$ cat src/rtl/hazard_ctrl.sv
// hazard_ctrl: pipeline hazard unit for a 5-stage MIPS-style core.
//   Detects load-use / late-result data hazards and multiply/divide
//   occupancy hazards for the D-stage instruction, selects the operand
//   forwarding source, tracks multiply/divide busy time, and counts
//   stall cycles since reset.
// Ports:
//   clk, reset                 rising-edge clock, synchronous active-high reset
//   D_rs_num/D_rt_num          D-stage source register numbers
//   D_rs_tuse/D_rt_tuse        cycles until D-stage operand use (3 = unused)
//   D_is_md                    D-stage instruction touches HI/LO or mult/div
//   E/M/W_wr_num               destination register per stage (0 = none)
//   E_tnew/M_tnew              cycles until the stage result is available
//   E_start_mult/E_start_div   one-cycle mult/div issue strobes from E
//   stall, PC_en, FD_en        pipeline freeze (PC_en = FD_en = !stall)
//   DE_clear                   bubble insert into D/E (= stall)
//   D_rs_fwd/D_rt_fwd          operand source: 0 regfile, 1 E, 2 M, 3 W
//   md_busy                    multiply/divide unit occupied
//   stall_count                saturating count of stall cycles
module hazard_ctrl (
    input  logic        clk,
    input  logic        reset,
    input  logic [4:0]  D_rs_num,
    input  logic [4:0]  D_rt_num,
    input  logic [1:0]  D_rs_tuse,
    input  logic [1:0]  D_rt_tuse,
    input  logic        D_is_md,
    input  logic [4:0]  E_wr_num,
    input  logic [4:0]  M_wr_num,
    input  logic [4:0]  W_wr_num,
    input  logic [1:0]  E_tnew,
    input  logic [1:0]  M_tnew,
    input  logic        E_start_mult,
    input  logic        E_start_div,
    output logic        stall,
    output logic        PC_en,
    output logic        FD_en,
    output logic        DE_clear,
    output logic [1:0]  D_rs_fwd,
    output logic [1:0]  D_rt_fwd,
    output logic        md_busy,
    output logic [31:0] stall_count
);

    localparam int unsigned REG_W    = 5;
    localparam int unsigned TIME_W   = 2;
    localparam int unsigned CNT_W    = 4;
    localparam int unsigned MULT_CYC = 5;
    localparam int unsigned DIV_CYC  = 10;

    localparam logic [1:0] FWD_RF = 2'd0;
    localparam logic [1:0] FWD_E  = 2'd1;
    localparam logic [1:0] FWD_M  = 2'd2;
    localparam logic [1:0] FWD_W  = 2'd3;

    typedef enum logic {
        MD_IDLE = 1'b0,
        MD_BUSY = 1'b1
    } md_state_t;

    md_state_t          md_state;
    logic [CNT_W-1:0]   md_cnt;
    logic               stall_rs;
    logic               stall_rt;
    logic               stall_md;

    // Source is stalled when a producer in E or M will not have its result
    // ready by the time the D-stage instruction needs it.
    function automatic logic data_stall(
        input logic [REG_W-1:0]  src,
        input logic [TIME_W-1:0] tuse,
        input logic [REG_W-1:0]  e_num,
        input logic [TIME_W-1:0] e_tnew,
        input logic [REG_W-1:0]  m_num,
        input logic [TIME_W-1:0] m_tnew
    );
        return (src != '0) &&
               (((e_num == src) && (e_tnew > tuse)) ||
                ((m_num == src) && (m_tnew > tuse)));
    endfunction

    // Youngest ready producer wins; register 0 is never forwarded.
    function automatic logic [1:0] fwd_sel(
        input logic [REG_W-1:0]  src,
        input logic [REG_W-1:0]  e_num,
        input logic [TIME_W-1:0] e_tnew,
        input logic [REG_W-1:0]  m_num,
        input logic [TIME_W-1:0] m_tnew,
        input logic [REG_W-1:0]  w_num
    );
        logic [1:0] sel;
        sel = FWD_RF;
        if (src != '0) begin
            if ((e_num == src) && (e_tnew == '0)) begin
                sel = FWD_E;
            end else if ((m_num == src) && (m_tnew == '0)) begin
                sel = FWD_M;
            end else if (w_num == src) begin
                sel = FWD_W;
            end
        end
        return sel;
    endfunction

    // Hazard detection and forwarding select; all same-cycle.
    always_comb begin
        stall_rs = data_stall(D_rs_num, D_rs_tuse, E_wr_num, E_tnew, M_wr_num, M_tnew);
        stall_rt = data_stall(D_rt_num, D_rt_tuse, E_wr_num, E_tnew, M_wr_num, M_tnew);
        md_busy  = E_start_mult || E_start_div || (md_cnt != '0);
        stall_md = D_is_md && md_busy;
        stall    = stall_rs || stall_rt || stall_md;
        PC_en    = !stall;
        FD_en    = !stall;
        DE_clear = stall;
        D_rs_fwd = fwd_sel(D_rs_num, E_wr_num, E_tnew, M_wr_num, M_tnew, W_wr_num);
        D_rt_fwd = fwd_sel(D_rt_num, E_wr_num, E_tnew, M_wr_num, M_tnew, W_wr_num);
    end

    // Mult/div occupancy: the strobe cycle itself is covered by md_busy,
    // so the counter only needs to hold the remaining busy cycles.
    always_ff @(posedge clk) begin
        if (reset) begin
            md_state <= MD_IDLE;
            md_cnt   <= '0;
        end else begin
            case (md_state)
                MD_IDLE: begin
                    if (E_start_div) begin
                        md_cnt   <= CNT_W'(DIV_CYC);
                        md_state <= MD_BUSY;
                    end else if (E_start_mult) begin
                        md_cnt   <= CNT_W'(MULT_CYC);
                        md_state <= MD_BUSY;
                    end
                end
                MD_BUSY: begin
                    md_cnt <= md_cnt - CNT_W'(1);
                    if (md_cnt == CNT_W'(1)) begin
                        md_state <= MD_IDLE;
                    end
                end
                default: begin
                    md_state <= MD_IDLE;
                    md_cnt   <= '0;
                end
            endcase
        end
    end

    // Saturating stall-cycle counter.
    always_ff @(posedge clk) begin
        if (reset) begin
            stall_count <= '0;
        end else if (stall && (stall_count != '1)) begin
            stall_count <= stall_count + 32'd1;
        end
    end

endmodule

$ cat config.mk
export PLATFORM = sky130hd
export DESIGN_NAME = hazard_ctrl
export DESIGN_NICKNAME = d
export VERILOG_FILES = /design/src/rtl/hazard_ctrl.sv
export SDC_FILE = /design/constraint.sdc
export NUM_CORES = 1
export LEC_CHECK = 0
export ABC_AREA = 0
export BUFFER_PORTS_ARGS = -buffer_cell sky130_fd_sc_hd__clkbuf_2
export CAP_MARGIN = 20
export CORE_ASPECT_RATIO = 1.2
export CORE_UTILIZATION = 33
export CTS_CLUSTER_SIZE = 20
export DETAILED_ROUTE_END_ITERATION = 10
export PLACE_DENSITY_LB_ADDON = 0.2
export SETUP_SLACK_MARGIN = 0.3
export SYNTH_ARGS = -nofsm -noshare
export SYNTH_HDL_FRONTEND = slang
export SYNTH_SLANG_ARGS = --single-unit
$ cat constraint.sdc
create_clock -name clk -period 2.75 [get_ports clk]
set_clock_uncertainty 0.15 [all_clocks]
set_input_delay 0.1375 -clock clk [delete_from_list [all_inputs] [get_ports clk]]
set_output_delay 0.1375 -clock clk [all_outputs]
set_load 0.05 [all_outputs]
---- After elaboration in Yosys (flattened, before gate mapping) ----
Cells that the tools add are included.
cells by class
  add/subtract/negate cells ............... 2
  $lt $le $gt $ge ......................... 4
  equality and inequality tests ........... 9
  multiplexer cells ....................... 15
  bitwise logic cells ..................... 1
  reduce and logical (&&, ||, !) cells .... 24
operators by type and width
  operator                                                             number
  32-bit by 1-bit adder with 32-bit output (second input constant)     1
  32-bit inequality test (second input constant)                       1
  5-bit == test                                                        6
  2-bit two-way mux                                                    8
  1-bit logical AND                                                    12
  5-bit nonzero test                                                   2
  2-bit > comparator                                                   4
  4-bit two-way mux                                                    2
  4-bit case mux with 2 select lines                                   1
  1-bit logical OR                                                     6
  4-bit by 1-bit == test with 1-bit output (second input constant)     1
  2-bit logical NOT                                                    2
  4-bit nonzero test                                                   1
  4-bit by 1-bit subtractor with 4-bit output (second input constant)  1
  1-bit two-way mux                                                    3
  3-bit inequality test (second input constant)                        1
  1-bit case mux with 2 select lines                                   1
  1-bit logical NOT                                                    1
  1-bit inverter                                                       1
storage, ports and cells
  bits in registers ....................... 37
  bits of input ports ..................... 38
  output and inout bits ................... 41
  word-level logic and storage cells ...... 58

---- Logic depth before layout (Yosys ltp) ----
Gate-level depths: netlist of run 1.
  word-level depth ........................ 7
  gate-level depth with buffers ........... 11
  depth with buffers taken out ............ 9

---- Worst setup path before layout of run 1 ----
No wires, ideal clock.
  path type ............................... register to register
  start point ............................. register stall_count[0]
  end point ............................... register stall_count[22]
  setup time .............................. 0.123 ns
  arrival time ............................ 2.367 ns
  required time ........................... 2.477 ns
  slack ................................... 0.109 ns
  cell stages (with the launch flop) ...... 9
  path buffers ............................ 2
  clock period less this slack ............ 2.641 ns
  cell sequence ........................... dfxtp_1 -> ha_1 -> and2_1 -> buf_1 -> nand4_1 -> nor4_2 -> buf_4 -> nor3_1 -> mux2_1
on the way
  cells in the longest elaborated chain, start to end .. 2
  elaborated cells between the ends (all ways) .. 3
  classes of those cells .................. add/sub: 1; eq/ne: 1; reduce/logical: 1
RTL lines
  item                                                                              line  RTL
  start: declaration                                                                41    output logic [31:0] stall_count
  start signal: assignment                                                          154   stall_count <= stall_count + 32'd1;
  branches (longest 2 deep; another with 32-bit by 1-bit adder with 32-bit output)  n/a
Several ways; the timed one is not identified.
A chain may end at the register's enable or synchronous reset.

---- Final worst setup path of run 1 ----
  start point ............................. register stall_count[24]
  end point ............................... register stall_count[26]
The elaborated chain is that of the path after synthesis.

==> results.py, run 1 <==
metrics = {
    "yosys": {
        "netlist.area_leader.share_pct": 27.0,
        "async_flop_share_pct": 0,
        "synth_warnings": 0,
        "ys_ff_latch": 37,
        "yosysTopAreaCell": "dfxtp_1",
        "synth_area_mm2": 0.00274,
        "ys_seq_area_share_pct": 27.0,
        "synthCells": 345,
        "syn-num-nets": 395,
        "avgSynthCellArea_um2": 7.95,
        "synth_edf_count": 0,
        "synth_flop_cell": "dfxtp_1",
        "synthDistinctLibCells": 41,
        "synth_area_leaders": "dfxtp_1 27%, mux2_2 6.2%, xnor2_1 6.1%, ha_1 5.5%, a21oi_1 4.6%",
    },
    "timing": {
        "fmax_mhz": 423,
        "slew_viol_final": 0,
        "timing.hold.ws_ns": 0.0269,
        "tightestPinTransition_ns": 0.423,
        "fin_crit_sh_pct": 86.0,
        "post-route-min-period_ns": 2.37,
        "rsz0062_at_grt": "true",
        "setup_viol": 0,
        "tns_ns": 0,
        "finalHoldViolations": 0,
        "slew_headroom_pct": 71.8,
    },
    "critical_path": {
        "path_buf_inv": 0,
        "criticalPathCategory": "reg -> reg",
        "crit_chain": "and3_1 -> and3_1 -> nand3_2 -> or4_4 -> nand3_2 -> nor3_1 -> mux2_2",
        "worstPathMaxFanout": 6,
        "required_ns": 2.78,
        "end_kind": "register",
        "crit_family": "simple AND/OR/NAND/NOR gates",
        "cpMaxStageDelayCell": "or4_4",
        "cp_slowest_stage_delay_ns": 0.61,
        "arrival_ns": 2.39,
        "critPathLaunchType": "register",
    },
    "drt": {
        "num_vias": 2770,
        "first_iter_violations": 66,
        "antenna_left": 0,
        "viasPerCell": 5.35,
        "dr.pass1.iters": 4,
        "wl_per_cell_um": 13.7,
        "drc": 0,
        "drt-total-wl_mm": 7.12,
    },
    "floorplanning": {
        "coreArea_mm2": 0.00811,
        "die_x_um": 85.2,
        "die_h_um": 102,
        "dieArea_mm2": 0.00869,
        "fp-row-count": 36,
        "io_pins": 79,
        "start_util_pct": 33.8,
    },
    "finish": {
        "n_fill_cell": 861,
        "drive_gt1_share_pct": 32.9,
        "final_core_util_pct": 42.5,
        "final_cell_count_no_fill": 518,
        "fin_area_mm2": 0.00344,
        "multi_input_area_mm2": 0.00186,
        "area_delta_synth_final_pct": 25.4,
        "finalNetCount": 472,
        "antennaDiodeCount": 0,
        "regArea_um2": 759,
    },
    "clock_tree": {
        "numCtsBuffers": 5,
        "cts_tree": "built",
        "clock_sinks": 37,
        "clockRootBuffer": "clkbuf_8",
        "htreeDepth": 2,
        "clkTransAtPathRegs_ns": 0.08,
        "clk_latency_ns": 0.29,
        "clockBufferDepth": 2,
    },
    "global_routing": {
        "grt_pass1_wl_mm": 11.8,
        "grt_max_degree": 55,
        "grt_usage_pct": 16.6,
        "antenna_found_initial": 0,
        "grt-ovfl-total": 0,
        "grt_pass1_vias": 2524,
    },
    "placed_design": {
        "io_buffers": 78,
        "detailed_place_hpwl_mm": 5.47,
        "dpl.cell_count": 506,
        "placed_cell_area_mm2": 0.00327,
        "routabilityCongestion": 0.824,
    },
    "status": {
        "status": "finished clean",
    },
    "worst_hold_path": {
        "min_path_type": "in -> reg",
    },
    "pwr": {
        "p_per_area_mw_per_mm2": 390,
        "power_leakage_nw": 1.43,
        "vdd_drop_max_mv": 0.273,
    },
    "run": {
        "maxCapViolations": 0,
    },
}
## layout by cell type (no fill, tap or decap), types with 14 or more instances in the layout
master,n
a21oi_1,25
clkbuf_2,76
dfxtp_1,22
dfxtp_2,15
mux2_2,15
nand2_1,14
nand3_1,23
nor2_1,31
nor2b_1,17
nor3_1,20
xnor2_1,19
## Yosys cell counts (2+ instances only)
cell,number
o31ai_1,8
or3_1,8
buf_2,2
inv_1,11
o22a_1,2
xor2_1,10
clkbuf_1,6
buf_1,3
nor2_1,33
xnor2_1,19
mux2_2,15
dfxtp_1,37
nor3_1,21
nor4_1,5
nand3_1,24
nand4_1,11
buf_4,8
nand3_2,2
or4_1,11
nand2_1,14
nor4b_1,2
ha_1,12
o21ai_0,10
nor2b_1,17
buf_6,2
nand2b_1,2
a21oi_1,25
nand3b_1,2
and3_1,7
mux2_1,3
a211oi_1,3
## state kept, by name, indices dropped and copies added (netlist names)
signal       count
md_state         1
md_cnt           4
stall_count     32
## power breakdown
| group | switching [mW] | leakage [nW] | total [mW] | internal, mW |
|---|---|---|---|---|
| combinational | 0.174 | 1.06 | 0.286 | 0.112 |
| clock | 0.199 | 0.0585 | 0.495 | 0.296 |
| sequential | 0.0149 | 0.307 | 0.562 | 0.547 |
## metal layers
metal / global-route usage (%) / part of all wire (%)
met1: 20.3 / 45
met2: 29.7 / 50
met3: 3.07 / 3.5
met4: 5.35 / 1.6
met5: 0 / 0
## worst min-delay path, cell delays in order
cell	delay, ns
clkbuf_2	0.13
nand2b_1	0.10
a21oi_1	0.06
## timing repair
| item | in CTS | in global routing |
|---|---|---|
| pin swaps | 0 | 2 |
| gates cloned | 0 | 0 |
| setup endpoints to repair | 5 | 16 |
| buffers inserted | 0 | 3 |
| gates resized for setup | 1 | 3 |
| hold buffers | 0 | 0 |
## through the flow
step / worst slack (ns) / power, mW
final: 0.385 / 1.34
after global routing: 0.307 / 1.41
after CTS: 0.344 / 1.35
after detailed placement: 0.267 / 0.859
after global placement: 0.287 / 0.856
after floorplan: 0.309 / 0.772
## cells by family (layout without fill, tap and decap cells)
group | Yosys count | count (layout) | synth area share (%)
fa+ha+maj | 12 | 12 | 5.47
compound gates | 53 | 53 | 11.9
buf+inv | 32 | 110 | 6.11
flops | 37 | 37 | 27.0
mux | 18 | 18 | 7.39
simple gates | 163 | 163 | 32.3
xor+xnor | 30 | 30 | 9.85
## area by class of cell
class,count,share of cell area (%)
Clock buffer,7,2.51
Clock inverter,1,0.872
Inverter,11,1.20
Multi-Input combinational cell,276,54.1
Sequential cell,37,22.1
Tap cell,95,3.45
Timing Repair Buffer,91,15.8
## path summary, 6_finish.rpt
check             cells after the start            start  slack (ns)              end
hold / removal                        3      E_start_div        0.03        md_cnt[3]
hold reg to reg                       2  stall_count[21]        0.33  stall_count[21]
setup reg to reg                      7  stall_count[24]        0.38  stall_count[26]
setup / recovery                      7  stall_count[24]        0.38  stall_count[26]
Power figures use the tool's default switching activity.
==> run 2: changes to the inputs <==
--- a/config.mk
+++ b/config.mk
@@ -8,7 +8,7 @@
 export ABC_AREA = 0
 export BUFFER_PORTS_ARGS = -buffer_cell sky130_fd_sc_hd__clkbuf_2
 export CAP_MARGIN = 20
-export CORE_ASPECT_RATIO = 1.2
+export CORE_ASPECT_RATIO = 0.9
 export CORE_UTILIZATION = 33
 export CTS_CLUSTER_SIZE = 20
 export DETAILED_ROUTE_END_ITERATION = 10
==> results.py, run 2 (synthesized netlist as in run 1, its figures left out) <==
metrics = {
    "pwr": {
        "p_clk_share_pct": 36.6,
        "power_frac_seq_pct": 42.0,
        "power.switching_uw": 383,
        "power_leakage_nw": 1.40,
        "internal_power_uw": 954,
        "vdd_drop_max_mv": 0.208,
        "combPwrFrac_pct": 21.4,
        "swShare_pct": 28.7,
        "p_per_area_mw_per_mm2": 393,
    },
    "worst_hold_path": {
        "min_path_cells": 3,
        "worstHoldStart": "E_start_div",
        "holdPathEnd": "md_cnt[3]",
        "min_path_type": "in -> reg",
    },
    "timing": {
        "slew_headroom_pct": 38.9,
        "tns_ns": 0,
        "rsz0062_at_grt": "true",
        "finalHoldViolations": 0,
        "timing.hold.ws_ns": 0.0419,
        "slew_viol_final": 0,
        "tightestPinTransition_ns": 0.916,
        "setup_viol": 0,
        "fmax_mhz": 416,
        "post-route-min-period_ns": 2.40,
        "fin_crit_sh_pct": 87.4,
    },
    "finish": {
        "fin_area_mm2": 0.00340,
        "largest_reg_flops": 32,
        "area_delta_synth_final_pct": 23.9,
        "antennaDiodeCount": 0,
        "layout_common_cells": "76 x clkbuf_2, 32 x nor2_1, 25 x a21oi_1",
        "final_common_cell": "clkbuf_2",
        "regMostFlops": "stall_count",
        "n_fill_cell": 844,
        "finalNetCount": 467,
        "biggestRegsByFlops": "stall_count (32), md_cnt (4), md_state (1)",
        "drive_gt1_share_pct": 32.1,
    },
    "critical_path": {
        "worstPathMaxFanout": 9,
        "r2r_setup_slack_ns": 0.35,
        "arrival_ns": 2.43,
        "crit_chain": "and3_1 -> and3_1 -> nand3_2 -> or4_4 -> nand3_2 -> nor3_1 -> mux2_2",
        "cpMaxStageDelayCell": "or4_4",
        "r2r-start": "stall_count[24]",
        "required_ns": 2.78,
        "crit_family": "simple AND/OR/NAND/NOR gates",
        "cp.depth": 7,
        "path_buf_inv": 0,
        "criticalPathCategory": "reg -> reg",
        "cp_slowest_stage_delay_ns": 0.63,
        "critPathLaunch": "stall_count[24]",
        "critPathLaunchType": "register",
        "r2r_cells": 7,
        "reg2reg_to": "stall_count[28]",
        "end_kind": "register",
    },
    "drt": {
        "drt-total-wl_mm": 7.11,
        "viasPerCell": 5.18,
        "first_iter_violations": 100,
        "num_vias": 2676,
        "dr.pass1.iters": 7,
        "drc": 5,
        "wl_per_cell_um": 13.7,
        "antenna_left": 0,
    },
    "clock_tree": {
        "htreeDepth": 2,
        "numCtsBuffers": 5,
        "clockRootBuffer": "clkbuf_8",
        "cts_tree": "built",
        "clk_latency_ns": 0.29,
        "clockBufferDepth": 2,
        "clock_sinks": 37,
        "clkTransAtPathRegs_ns": 0.07,
    },
    "global_routing": {
        "antenna_found_initial": 0,
        "grt-ovfl-total": 0,
        "grt_pass1_vias": 2458,
        "grt_pass1_wl_mm": 11.9,
        "grt_max_degree": 51,
        "grt_usage_pct": 17.0,
    },
    "floorplanning": {
        "coreArea_mm2": 0.00807,
        "start_util_pct": 34.0,
        "fp-row-count": 31,
        "dieArea_mm2": 0.00868,
        "die_x_um": 98.1,
        "io_pins": 79,
        "die_h_um": 88.5,
    },
    "status": {
        "status": "finished, violations left",
        "violations": "design-rule violations",
    },
    "placed_design": {
        "routabilityCongestion": 0.819,
        "detailed_place_hpwl_mm": 5.53,
        "io_buffers": 78,
        "placed_cell_area_mm2": 0.00327,
    },
    "run": {
        "maxCapViolations": 0,
    },
}
==> run 2: cell type report <==
class                   count  area [um2]  share of cell area [%]
clock inverters             1        30.0                   0.883
clock buffers               7        86.3                    2.54
repair buffers             86         493                    14.5
well taps                  99         124                    3.64
inverters                  11        41.3                    1.21
flip-flops and latches     37         759                    22.3
multi-input cells         276        1870                    54.9
==> run 2: repair_timing <==
action                     in CTS  in global routing
gates resized for setup         1                  3
setup endpoints to repair       4                  8
hold buffers                    0                  0
setup buffers                   0                  0
gates cloned                    0                  0
==> run 2: worst max path at each step <==
| stage | endpoint | slack, ns |
|---|---|---|
| 2_1_floorplan | stall_count[25] | 0.31 |
| 3_3_place_gp | stall_count[26] | 0.26 |
| 3_5_place_dp | stall_count[28] | 0.24 |
| 4_1_cts | stall_count[28] | 0.34 |
| 5_1_grt | stall_count[28] | 0.27 |
| 6_report | stall_count[28] | 0.35 |
==> run 2: stage by stage <==
stage	util [%]	power [mW]	worst slack, ns	std cells
after floorplan	-	0.772	0.309	345
after global placement	40.5	0.857	0.256	509
after detailed placement	40.5	0.861	0.236	509
after CTS	42.0	1.36	0.343	517
after global routing	42.1	1.41	0.269	517
final	42.1	1.34	0.346	517
==> run 2: metal layers <==
metal  track usage (%)  share of wire (%)  up-vias  wire length (um)
li1                  -                  -     1391                 -
met4              4.13               0.80        0                57
met1              23.5                 50     1227              3520
met5                 0                  0        -                 0
met2              27.5                 45       51              3220
met3              3.24                4.3        7               307
==> run 2: power by group through the flow <==
stage / Sequential (mW) / Combinational, mW / Clock, mW
2_1_floorplan: 0.580 / 0.192 / 0
3_3_place_gp: 0.574 / 0.283 / 0
3_5_place_dp: 0.574 / 0.286 / 0
4_1_cts: 0.561 / 0.288 / 0.510
5_1_grt: 0.564 / 0.318 / 0.529
6_report: 0.562 / 0.286 / 0.489
==> run 2: worst register-to-register path, cell delays in order (launching register included) <==
cell	delay (ns)
dfxtp_2	0.37
and3_1	0.22
and3_1	0.24
nand3_2	0.16
or4_4	0.63
nand3_2	0.16
nor3_1	0.07
mux2_2	0.28
